[config.mk]
export PLATFORM = sky130hd
export DESIGN_NAME = complex_nr_acc
export DESIGN_NICKNAME = d
export VERILOG_FILES = /design/src/rtl/complex_nr_acc.sv
export SDC_FILE = /design/constraint.sdc
export NUM_CORES = 1
export LEC_CHECK = 0
export ABC_CLOCK_PERIOD_IN_PS = 4400
export CELL_PAD_IN_SITES_DETAIL_PLACEMENT = 1
export CELL_PAD_IN_SITES_GLOBAL_PLACEMENT = 1
export CORE_MARGIN = 5
export CORE_UTILIZATION = 35
export CTS_CLUSTER_SIZE = 12
export DETAILED_ROUTE_END_ITERATION = 12
export GPL_TIMING_DRIVEN = 0
export PLACE_DENSITY_LB_ADDON = 0.1
export REMOVE_ABC_BUFFERS = 1
export SETUP_SLACK_MARGIN = 0.05
export SYNTH_ARGS = -nofsm -noshare
export SYNTH_HDL_FRONTEND = slang
export SYNTH_SLANG_ARGS = --single-unit
[constraint.sdc]
create_clock -name clk -period 4.4 [get_ports clk]
set_input_delay 0.88 -clock clk [delete_from_list [all_inputs] [get_ports clk]]
set_output_delay 0.88 -clock clk [all_outputs]
set_load 0.01 [all_outputs]
[src/rtl/complex_nr_acc.sv]
// Complex dot-product accumulator sitting behind the complex multiplier.
// Sums groups of len signed complex products and presents each sum on a val/rdy handshake.
module complex_nr_acc #(
    parameter int DATA_W = 16,
    parameter int CNT_W  = 8,
    parameter int ACC_W  = 24
) (
    input  logic                     clk,
    input  logic                     sw_rst,
    input  logic [CNT_W-1:0]         len,
    input  logic                     res_val,
    output logic                     res_rdy,
    input  logic signed [DATA_W-1:0] res_re,
    input  logic signed [DATA_W-1:0] resm,
    output logic                     acc_val,
    input  logic                     acc_rdy,
    output logic signed [ACC_W-1:0]  acc_re,
    output logic signed [ACC_W-1:0]  acc_im,
    output logic                     busy
);

    typedef enum logic [0:0] {
        ST_ACC = 1'b0,
        ST_OUT = 1'b1
    } state_t;

    state_t                   state_r;
    logic [CNT_W-1:0]         cnt_r;
    logic [CNT_W-1:0]         len_q_r;
    logic signed [ACC_W-1:0]  acc_re_r;
    logic signed [ACC_W-1:0]  acc_im_r;
    logic                     acc_val_r;
    logic                     busy_r;

    logic [CNT_W-1:0]         len_eff_s;
    logic [CNT_W-1:0]         term_s;
    logic                     last_s;
    logic signed [ACC_W-1:0]  ext_re_s;
    logic signed [ACC_W-1:0]  ext_im_s;

    // Terminal index wraps modulo 2^CNT_W so len=0 means a full 2^CNT_W group.
    always_comb begin
        len_eff_s = len_q_r;
        if (cnt_r == {CNT_W{1'b0}}) begin
            len_eff_s = len;
        end else begin
            len_eff_s = len_q_r;
        end
        term_s   = len_eff_s - CNT_W'(1);
        last_s   = (cnt_r == term_s);
        ext_re_s = {{(ACC_W-DATA_W){res_re[DATA_W-1]}}, res_re};
        ext_im_s = {{(ACC_W-DATA_W){resm[DATA_W-1]}}, resm};
    end

    // Collect/present state machine; reset overrides any handshake in the same cycle.
    always_ff @(posedge clk) begin
        if (sw_rst) begin
            state_r   <= ST_ACC;
            cnt_r     <= {CNT_W{1'b0}};
            len_q_r   <= {CNT_W{1'b0}};
            acc_re_r  <= {ACC_W{1'b0}};
            acc_im_r  <= {ACC_W{1'b0}};
            acc_val_r <= 1'b0;
            busy_r    <= 1'b0;
        end else begin
            case (state_r)
                ST_ACC: begin
                    if (res_val) begin
                        if (cnt_r == {CNT_W{1'b0}}) begin
                            len_q_r  <= len;
                            acc_re_r <= ext_re_s;
                            acc_im_r <= ext_im_s;
                        end else begin
                            acc_re_r <= acc_re_r + ext_re_s;
                            acc_im_r <= acc_im_r + ext_im_s;
                        end
                        if (last_s) begin
                            cnt_r     <= {CNT_W{1'b0}};
                            busy_r    <= 1'b0;
                            state_r   <= ST_OUT;
                            acc_val_r <= 1'b1;
                        end else begin
                            cnt_r  <= cnt_r + CNT_W'(1);
                            busy_r <= 1'b1;
                        end
                    end
                end
                ST_OUT: begin
                    if (acc_rdy) begin
                        state_r   <= ST_ACC;
                        acc_val_r <= 1'b0;
                    end
                end
                default: begin
                    state_r   <= ST_ACC;
                    acc_val_r <= 1'b0;
                end
            endcase
        end
    end

    assign res_rdy = (state_r == ST_ACC) && !sw_rst;
    assign acc_val = acc_val_r;
    assign acc_re  = acc_re_r;
    assign acc_im  = acc_im_r;
    assign busy    = busy_r;

endmodule
==> metrics.txt, run 1 <==
# TYPE chip_impl_metric gauge
chip_impl_info{name="outcome",value="finished clean"} 1
chip_impl_info{name="grt_setup_unrepaired",value="false"} 1
chip_impl_metric{name="final_nets",unit=""} 897
chip_impl_metric{name="instance_area_after_placement",unit="sq um"} 6670
chip_impl_metric{name="syn_area_per_cell",unit="sq um"} 7.57
chip_impl_metric{name="avgViaCountPerCell",unit=""} 5.65
chip_impl_metric{name="max_clock_freq",unit="MHz"} 253
chip_impl_info{name="worstSetupEndpointType",value="flip-flop"} 1
chip_impl_info{name="timing.critical_path.from_type",value="primary input"} 1
chip_impl_metric{name="detail_route.first_pass.iterations",unit=""} 6
chip_impl_metric{name="setup_tns",unit="ns"} 0
chip_impl_metric{name="boundaryPins",unit=""} 95
chip_impl_info{name="hold_path_class",value="reg -> reg"} 1
chip_impl_metric{name="max_vdd_drop",unit="uV"} 183
chip_impl_metric{name="syn_to_final_growth",unit="%"} 26.7
chip_impl_metric{name="power_density",unit="nW/um^2"} 337
chip_impl_metric{name="cts_resized",unit=""} 0
chip_impl_metric{name="floorplan.initialDensity",unit=""} 0.359
chip_impl_metric{name="cts_htree_levels",unit=""} 3
chip_impl_metric{name="postSynth.asyncResetShare",unit=""} 0
chip_impl_metric{name="globalplace.congestion",unit=""} 0.841
chip_impl_metric{name="floorplan.die_area",unit="sq um"} 18300
chip_impl_metric{name="antenna_violating_nets_post_route",unit=""} 0
chip_impl_metric{name="setup_buffers_after_cts",unit=""} 0
chip_impl_metric{name="route.final.wire_length",unit="um"} 18200
chip_impl_metric{name="clock-skew-final",unit="ns"} 0.00401
chip_impl_metric{name="hold_violation_total_from_the_final_report",unit=""} 0
chip_impl_metric{name="vias_in_the_first_global_route",unit=""} 5980
chip_impl_info{name="tritoncts",value="done"} 1
chip_impl_metric{name="groute.usage.overall",unit=""} 0.201
chip_impl_metric{name="leakage",unit="nW"} 2.86
chip_impl_metric{name="core_region_area",unit="sq um"} 15300
chip_impl_metric{name="placement_rows",unit=""} 45
chip_impl_metric{name="clock_insertion_delay_worst_skew",unit="ns"} 0.34
chip_impl_metric{name="postSynthCellCount",unit=""} 727
chip_impl_metric{name="setup_viol",unit=""} 0
chip_impl_metric{name="worst_slew_pin_slew",unit="ns"} 0.983
chip_impl_info{name="commonest_cells_after_routing_fill_and_taps_aside",value="sky130_fd_sc_hd__clkdlybuf4s50_1 (93), sky130_fd_sc_hd__nor2_1 (86), sky130_fd_sc_hd__nand2_1 (82)"} 1
chip_impl_info{name="cts-root-buf",value="sky130_fd_sc_hd__clkbuf_16"} 1
chip_impl_metric{name="numCtsBuffers",unit=""} 9
chip_impl_metric{name="cts_hold_repair.buffers",unit=""} 0
chip_impl_metric{name="min_period_over_period",unit=""} 0.899
chip_impl_metric{name="floorplan.die.width",unit="um"} 135
chip_impl_metric{name="via_count",unit=""} 5756
chip_impl_metric{name="post-dp-hpwl",unit="um"} 13300
chip_impl_metric{name="largest_net_degree_at_the_start_of_global_routing",unit=""} 45
chip_impl_metric{name="drive_above_1_share",unit=""} 0.0434
chip_impl_metric{name="count_of_state_elements_after_synthesis",unit=""} 67
chip_impl_info{name="dominantRegCellSynth",value="sky130_fd_sc_hd__dfxtp_1"} 1
chip_impl_metric{name="antenna_cells_inserted",unit=""} 0
chip_impl_metric{name="power",unit="mW"} 2.35
chip_impl_metric{name="final-instance-count-excl-fill",unit=""} 1018
chip_impl_metric{name="synthDistinctLibCells",unit=""} 56
chip_impl_metric{name="number_of_enable_flip_flop_cells_after_synthesis",unit=""} 0
chip_impl_metric{name="clkTransAtPathRegs",unit="ns"} 0.06
chip_impl_metric{name="fin_area",unit="sq um"} 6970
chip_impl_metric{name="critPathArrivalTime",unit="ns"} 4.23
chip_impl_metric{name="ff2ff_setup_slack",unit="ns"} 0.54
chip_impl_metric{name="clock-sinks",unit=""} 67
chip_impl_metric{name="max-cap-violations",unit=""} 0
chip_impl_metric{name="yosys_warnings",unit=""} 0
chip_impl_metric{name="drc_errors",unit=""} 0
chip_impl_metric{name="timing.critical_path.fanout_max",unit=""} 5
chip_impl_metric{name="worstPathRequired",unit="ns"} 4.68
chip_impl_metric{name="numPortBuffers",unit=""} 94
chip_impl_metric{name="mappedNetlistArea",unit="sq um"} 5500
chip_impl_metric{name="clockBufferDepth",unit=""} 2
chip_impl_metric{name="report.final.slew_viol_count",unit=""} 0
chip_impl_metric{name="seq_total_area_yosys",unit=""} 0.244
chip_impl_metric{name="floorplan.die.height",unit="um"} 135
chip_impl_metric{name="wl_per_cell",unit="um"} 17.9
chip_impl_metric{name="place.detailed.instances",unit=""} 1002
chip_impl_metric{name="grt_first_pass_wirelength",unit="um"} 30200
chip_impl_info{name="layout_commonest_cell",value="sky130_fd_sc_hd__clkdlybuf4s50_1"} 1
chip_impl_metric{name="postLayoutCoreUtil",unit=""} 0.455
chip_impl_info{name="crit_type",value="in -> reg"} 1
chip_impl_metric{name="grt.overflow.total",unit=""} 0
chip_impl_metric{name="period_minus_slack",unit="ns"} 3.96
chip_impl_metric{name="drt-initial-drc-count",unit=""} 225
chip_impl_metric{name="grt_antenna_before_repair",unit=""} 0
chip_impl_metric{name="worst_max_slew_margin_expressed_relative_to_the_limit",unit=""} 0.345
==> stage by stage <==
| step | setup WS, ns | hold WS [ns] |
|---|---|---|
| CTS | 0.403 | 0.464 |
| finish | 0.443 | 0.469 |
| global placement | -2.81 | 0.443 |
| floorplan | 0.153 | 0.430 |
| detailed placement | 0.0596 | 0.456 |
| global route | 0.129 | 0.483 |
==> synth_stat cells, types with 13 or more instances <==
| cell | count | area, sq um |
|---|---|---|
| sky130_fd_sc_hd__a211oi_1 | 25 | 188 |
| sky130_fd_sc_hd__nand3_1 | 19 | 95.1 |
| sky130_fd_sc_hd__nor2_1 | 86 | 323 |
| sky130_fd_sc_hd__nand2_1 | 83 | 312 |
| sky130_fd_sc_hd__ha_1 | 49 | 613 |
| sky130_fd_sc_hd__and3_1 | 13 | 81.3 |
| sky130_fd_sc_hd__a21oi_1 | 63 | 315 |
| sky130_fd_sc_hd__clkbuf_1 | 30 | 113 |
| sky130_fd_sc_hd__xor2_1 | 15 | 131 |
| sky130_fd_sc_hd__o21ai_0 | 39 | 195 |
| sky130_fd_sc_hd__inv_1 | 15 | 56.3 |
| sky130_fd_sc_hd__xnor2_1 | 34 | 298 |
| sky130_fd_sc_hd__nor3_1 | 28 | 140 |
| sky130_fd_sc_hd__dfxtp_1 | 67 | 1340 |
| sky130_fd_sc_hd__a21o_1 | 19 | 143 |
| sky130_fd_sc_hd__a311oi_1 | 21 | 184 |
==> cell families after synthesis <==
group	count (synthesis)	share of synthesized area
simple gates	280	0.239
fa+ha+maj	51	0.119
flops	67	0.244
compound gates	220	0.264
xor+xnor	49	0.0780
mux	11	0.0202
buf+inv	49	0.0362
==> metal layers <==
metal	vias up	track usage	share of wire	wire [um]
met4	0	0.0566	0.016	295
met5	-	0	0	0
met1	2826	0.257	0.47	8540
li1	2817	-	-	-
met3	24	0.0386	0.034	621
met2	89	0.343	0.48	8720
==> critical path: stages <==
cell and delay, ns:
sky130_fd_sc_hd__clkdlybuf4s50_1 0.47, sky130_fd_sc_hd__ha_1 0.38, sky130_fd_sc_hd__o21ai_0 0.13, sky130_fd_sc_hd__o21ai_0 0.45, sky130_fd_sc_hd__nand4_1 0.26, sky130_fd_sc_hd__a311oi_1 0.59
sky130_fd_sc_hd__a2111oi_0 0.29, sky130_fd_sc_hd__o21ai_0 0.20, sky130_fd_sc_hd__or3b_2 0.46, sky130_fd_sc_hd__a21oi_1 0.12
==> flip-flops by register name (all words and copies together), names as in the netlist <==
register	count
len_q_r	8
acc_re	24
state_r	1
busy	1
acc_val	1
cnt_r	8
acc_im	24
==> area by class of cell <==
class	count	area (sq um)
Tap cell	211	264
Fill cell	1866	8340
Inverter	15	56.3
Clock buffer	9	225
Clock inverter	7	77.6
Multi-Input combinational cell	611	3980
Timing Repair Buffer	98	1030
Sequential cell	67	1340
==> power breakdown <==
part / internal [mW] / total [mW] / switching, mW
clock: 0.443 / 0.756 / 0.313
sequential: 0.659 / 0.708 / 0.0482
combinational: 0.403 / 0.885 / 0.482
==> final timing paths <==
check | start | cells past startpoint | to
worst max register to register | cnt_r[0]$_SDFFE_PP0P_ | 12 | cnt_r[4]$_SDFFE_PP0P_
worst max-delay path | resm[3] | 10 | acc_im[19]$_SDFFE_PP0P_
worst min-delay path | len_q_r[7]$_SDFFE_PP0P_ | 2 | len_q_r[7]$_SDFFE_PP0P_
worst min register to register | len_q_r[7]$_SDFFE_PP0P_ | 2 | len_q_r[7]$_SDFFE_PP0P_
No activity file was read; power rests on OpenSTA's default activity.
==> run 2: changes to the inputs <==
--- a/config.mk
+++ b/config.mk
@@ -5,6 +5,7 @@
 export SDC_FILE = /design/constraint.sdc
 export NUM_CORES = 1
 export LEC_CHECK = 0
+export ABC_AREA = 0
 export ABC_CLOCK_PERIOD_IN_PS = 4400
 export CELL_PAD_IN_SITES_DETAIL_PLACEMENT = 1
 export CELL_PAD_IN_SITES_GLOBAL_PLACEMENT = 1
==> results of run 2 <==
Same layout as run 1: the final DEF is identical, and so are final timing and power.
